--- src/rtl/serial_frame_rx.sv ---
// Framed MSB-first serial receiver into a one-entry valid/ready output register; parity via SERIAL_FRAME_RX_PARITY_EN.
// Latency: q_valid rises the cycle after the stop-bit sample; error pulses land in that same cycle.
// Backpressure: a completed frame that finds the output full and not draining is dropped and flagged by overrun.
module serial_frame_rx #(
  parameter int WIDTH = 4
) (
  input  logic             clk,
  input  logic             reset_n,
  input  logic             sin,
  input  logic             bit_en,
  output logic [WIDTH-1:0] q_data,
  output logic             q_valid,
  input  logic             q_ready,
  output logic             frame_err,
  output logic             overrun,
  output logic             parity_err
);

  localparam int CW = (WIDTH > 2) ? $clog2(WIDTH) : 1;
  localparam logic [CW-1:0] LAST = CW'(WIDTH - 1);

`ifdef SERIAL_FRAME_RX_PARITY_EN
  typedef enum logic [1:0] {IDLE, DATA, PAR, STOP} state_t;
`else
  typedef enum logic [1:0] {IDLE, DATA, STOP} state_t;
`endif

  state_t           state, state_nxt;
  logic [CW-1:0]    cnt, cnt_nxt;
  logic [WIDTH-1:0] shreg, shreg_nxt;
  logic             load;
  logic             frame_err_nxt;
  logic             overrun_nxt;

`ifdef SERIAL_FRAME_RX_PARITY_EN
  logic par_bit, par_bit_nxt;
  logic parity_err_nxt;
  logic parity_bad;

  // Even parity: data bits plus parity bit must XOR to zero.
  assign parity_bad = ^{shreg, par_bit};
`endif

  always_comb begin
    state_nxt     = state;
    cnt_nxt       = cnt;
    shreg_nxt     = shreg;
    load          = 1'b0;
    frame_err_nxt = 1'b0;
    overrun_nxt   = 1'b0;
`ifdef SERIAL_FRAME_RX_PARITY_EN
    par_bit_nxt    = par_bit;
    parity_err_nxt = 1'b0;
`endif
    if (bit_en) begin
      case (state)
        IDLE: begin
          if (sin) begin
            state_nxt = DATA;
            cnt_nxt   = '0;
          end
        end
        DATA: begin
          shreg_nxt = {shreg[WIDTH-2:0], sin};
          cnt_nxt   = cnt + CW'(1);
          if (cnt == LAST) begin
`ifdef SERIAL_FRAME_RX_PARITY_EN
            state_nxt = PAR;
`else
            state_nxt = STOP;
`endif
          end
        end
`ifdef SERIAL_FRAME_RX_PARITY_EN
        PAR: begin
          par_bit_nxt = sin;
          state_nxt   = STOP;
        end
`endif
        STOP: begin
          state_nxt = IDLE;
          // Stop-bit failure outranks parity; a good frame may land in a slot draining this same edge.
          if (sin) begin
            frame_err_nxt = 1'b1;
`ifdef SERIAL_FRAME_RX_PARITY_EN
          end else if (parity_bad) begin
            parity_err_nxt = 1'b1;
`endif
          end else if (!q_valid || q_ready) begin
            load = 1'b1;
          end else begin
            overrun_nxt = 1'b1;
          end
        end
        default: state_nxt = IDLE;
      endcase
    end
  end

  always_ff @(posedge clk or negedge reset_n) begin
    if (!reset_n) begin
      state     <= IDLE;
      cnt       <= '0;
      shreg     <= '0;
      q_data    <= '0;
      q_valid   <= 1'b0;
      frame_err <= 1'b0;
      overrun   <= 1'b0;
    end else begin
      state     <= state_nxt;
      cnt       <= cnt_nxt;
      shreg     <= shreg_nxt;
      frame_err <= frame_err_nxt;
      overrun   <= overrun_nxt;
      if (load) begin
        q_data  <= shreg;
        q_valid <= 1'b1;
      end else if (q_valid && q_ready) begin
        q_valid <= 1'b0;
      end
    end
  end

`ifdef SERIAL_FRAME_RX_PARITY_EN
  always_ff @(posedge clk or negedge reset_n) begin
    if (!reset_n) begin
      par_bit    <= 1'b0;
      parity_err <= 1'b0;
    end else begin
      par_bit    <= par_bit_nxt;
      parity_err <= parity_err_nxt;
    end
  end
`else
  assign parity_err = 1'b0;
`endif

endmodule

--- config.mk ---
export PLATFORM = sky130hd
export DESIGN_NAME = serial_frame_rx
export DESIGN_NICKNAME = d
export VERILOG_FILES = /design/src/rtl/serial_frame_rx.sv
export SDC_FILE = /design/constraint.sdc
export NUM_CORES = 1
export LEC_CHECK = 0
export CORE_AREA = 2 2 40 42
export DETAILED_ROUTE_END_ITERATION = 6
export DIE_AREA = 0 0 42 44
export GPL_TIMING_DRIVEN = 0
export PLACE_DENSITY = 0.69
export SLEW_MARGIN = 20
export SYNTH_ARGS = -nofsm -noshare
export SYNTH_HDL_FRONTEND = slang
export SYNTH_SLANG_ARGS = --single-unit
--- constraint.sdc ---
create_clock -name clk -period 3.4 [get_ports clk]
set_input_delay 0.51 -clock clk [delete_from_list [all_inputs] [get_ports clk]]
set_output_delay 0.51 -clock clk [all_outputs]
set_load 0.02 [all_outputs]
==> results by group <==
STA
  • Fin Setup TNS: 0 ns
  • Period utilization: 0.516
  • Least-Margin Pin Slew: 0.647 ns
  • Setup-failing EPs final: 0
  • Clk_skew: 0.000338 ns
  • Final slew viol count: 0
  • Worst slew margin: 0.567
  • Post-route setup slack: 1.65 ns
  • Final Critical Period: 1.75 ns
  • RSZ-0062 raised after global routing: false
  • Highest Clock Rate: 570 MHz
  • Final hold violation count: 0

Critical path
  • Reg2Reg Capture Point: q_data[2]$_DFFE_PN0P_
  • Buf+Inv Stages, Crit Path: 1
  • Slowest CP cell: clkdlybuf4s50_1
  • Critical path arrival: 1.24 ns
  • CP endpoint kind: output pin
  • Worst path max stage delay: 0.61 ns
  • Worst path cell trace: clkdlybuf4s50_1
  • CP max FO: 2
  • Family with the most delay on the worst path: buffers and inverters
  • Worst EP required: 2.89 ns
  • Crit. Startpoint: q_data[3]$_DFFE_PN0P_
  • Worst Reg-to-Reg Cells: 3
  • Worst Path Class, Setup: register to output pin
  • Worst r2r src: state[0]$_DFFE_PN0P_
  • R2r setup slk: 2.10 ns
  • Startpoint Class: register

Clocking
  • CTS tree: done
  • Reg clk slew, reported paths: 0.09 ns
  • Root Buffer: clkbuf_4
  • CTS Buffer Depth: 2
  • Total CTS buffers: 3
  • Post-CTS Setup Inserts: 0
  • Clock Latency Late Sink: 0.28 ns
  • CTS H-tree depth: 1
  • Clk sinks: 15
  • Post-CTS resize count: 0
  • Hold_buf cts: 0

Place
  • Final GP Congestion: 0.685
  • Placed insts: 71
  • Dpl ws: 1.50 ns
  • Buffers on Ports: 11

Logic synthesis
  • Syn nets: 50
  • Largest family of logic cells by synthesized area: multiplexers
  • Synth Area in Adders: 0.0199
  • Post-Synth Simple-Gate Area: 0.123
  • Top_reg_cell synth: dfrtp_1
  • Post-synthesis sequential area ratio: 0.596
  • Post-synth EDFFs: 0
  • Syn_area_per_cell: 14.3 um^2
  • Post-Synthesis Cells: 44
  • Synth top area cells: dfrtp_1 (60%), mux2_4 (9.5%), mux2_2 (8.9%)
  • Yosys cell types: 17
  • Complex-gate fraction of the synthesized area: 0.0517
  • Mapped Area: 629 um^2
  • Synth area leader: dfrtp_1
  • Async set or reset register ratio after synthesis: 1.00
  • Count leader, synth: dfrtp_1
  • Commonest cells in the netlist: dfrtp_1 (15), mux2_2 (5), mux2_4 (4), nand2_1 (4), o21ai_0 (3)
  • Top cell type's share of synthesized area: 0.596
  • Post-Synth XOR/XNOR Area: 0
  • Post-synthesis mux area share: 0.185
  • Yosys warns: 0
  • Synthesized flop and latch total: 15

Finish
  • Net count, final: 66
  • Fraction of layout cells with a size suffix above 1: 0.288
  • Ant diodes: 0
  • Area grow syn2layout: 25.0%
  • Final Non-Filler Cells: 75
  • Fillers: 119

Die
  • Core ar.: 1420 um^2
  • Io pins: 13
  • Die height: 44 um
  • Total die area: 1850 um^2
  • Die width: 42 um
  • Row count: 14
  • Initial Utilization: 0.444

Pwr
  • Logic pwr share: 0.326
  • Pwr dens: 716 nW/um^2
  • Sequential Power Share: 0.499
  • Net Sw Frac: 0.293
  • Cell internal pwr: 0.000398 W
  • Clk network pwr share: 0.175
  • Peak supply drop: 0.305 mV
  • Switch Pwr: 0.000165 W
  • Pleak: 0.388 nW

Detailed routing
  • Via density: 4.92
  • Antenna viol nets, final: 0
  • DR vias: 369
  • Wire per inst: 11.5 um
  • DR DRC count: 0
  • Wirelength, routed: 859 um
  • Initial DRC Count: 0
  • DRT Pass-1 Iters: 1

Worst hold path
  • WHS Endpoint: q_data[3]$_DFFE_PN0P_
  • Hold path depth: 1
  • Hold Crit Class: register to register
  • Hold path startpoint: shreg[3]$_DFFE_PN0P_

Global routing
  • Vias in the first global route: 342
  • Largest net degree at the start of global routing: 16
  • Global route overflow: 0
  • Initial antenna violation count: 0
  • GRT Total Usage: 0.113
  • First-pass GRT wire length: 1500 um

Job
  • Max-Cap Viols: 0

Outcome
  • Status: finished, final reports clean
-- per-layer routing --
layer / track usage / part of all wire / vias up
li1: - / - / 181
met1: 0.141 / 0.44 / 176
met2: 0.163 / 0.48 / 10
met3: 0.0292 / 0.062 / 2
met4: 0.0968 / 0.016 / 0
met5: 0 / 0 / -
-- kinds of logic after synthesis --
| family | Yosys count |
|---|---|
| DFF | 15 |
| and+or+nand+nor | 11 |
| muxes | 9 |
| AOI/OAI and AO/OA | 5 |
| buffers and inverters | 2 |
| adders and majority gates | 1 |
| other | 1 |
-- power by group through the flow --
stage | Combinational (W) | Sequential (W) | Clock (W)
floorplan | 0.000110 | 0.000298 | 0
global placement | 0.000182 | 0.000285 | 0
detailed placement | 0.000187 | 0.000287 | 0
CTS | 0.000187 | 0.000284 | 0.000105
global route | 0.000198 | 0.000293 | 0.000111
finish | 0.000184 | 0.000281 | 0.0000986
-- state kept, by name, summed over array words and instances, names as in the netlist --
register and count:
state 2, shreg 4, q_data 4, q_valid 1, cnt 2, frame_err 1
overrun 1
-- through the flow --
stage                     utilization  instance area [um^2]  hold slack (ns)  power [W]
final                           0.555                   787            0.506   0.000564
after global routing            0.555                   787            0.539   0.000603
after CTS                       0.555                   787            0.514   0.000575
after detailed placement        0.535                   759            0.492   0.000474
after global placement          0.535                   759            0.488   0.000467
after floorplan                     -                   629            0.214   0.000408
-- layout by cell type, fill, tap and decap left out --
cell type        Yosys  layout
dfrtp_1             15      15
clkdlybuf4s50_1      0      11
mux2_2               5       5
nand2_1              4       4
mux2_4               4       4
o21ai_0              3       3
clkbuf_4             0       3
a22o_1               2       2
nand2b_1             1       1
nand4bb_1            1       1
nor2_1               1       1
and4b_1              1       1
nor2b_2              1       1
nand2b_4             1       1
and2_4               1       1
inv_1                1       1
ha_1                 1       1
buf_4                1       1
conb_1               1       1
clkinv_2             0       1
-- area by class of cell --
type | instances | area, um^2 | area share
Sequential cell | 15 | 375 | 0.477
Buffer | 1 | 7.51 | 0.00954
Tap cell | 16 | 20.0 | 0.0254
Multi-Input combinational cell | 27 | 243 | 0.308
Timing Repair Buffer | 11 | 110 | 0.140
Clock buffer | 3 | 22.5 | 0.0286
Inverter | 1 | 3.75 | 0.00477
Clock inverter | 1 | 5.00 | 0.00636
-- worst max path at each step --
stage | endpoint | cells past startpoint
global route | q_data[3] | 1
CTS | q_data[2] | 1
detailed placement | shreg[2]$_DFFE_PN0P_ | 4
global placement | shreg[3]$_DFFE_PN0P_ | 4
finish | q_data[3] | 1
floorplan | q_data[0]$_DFFE_PN0P_ | 3
Note: power is estimated with default switching activity, not from simulation.
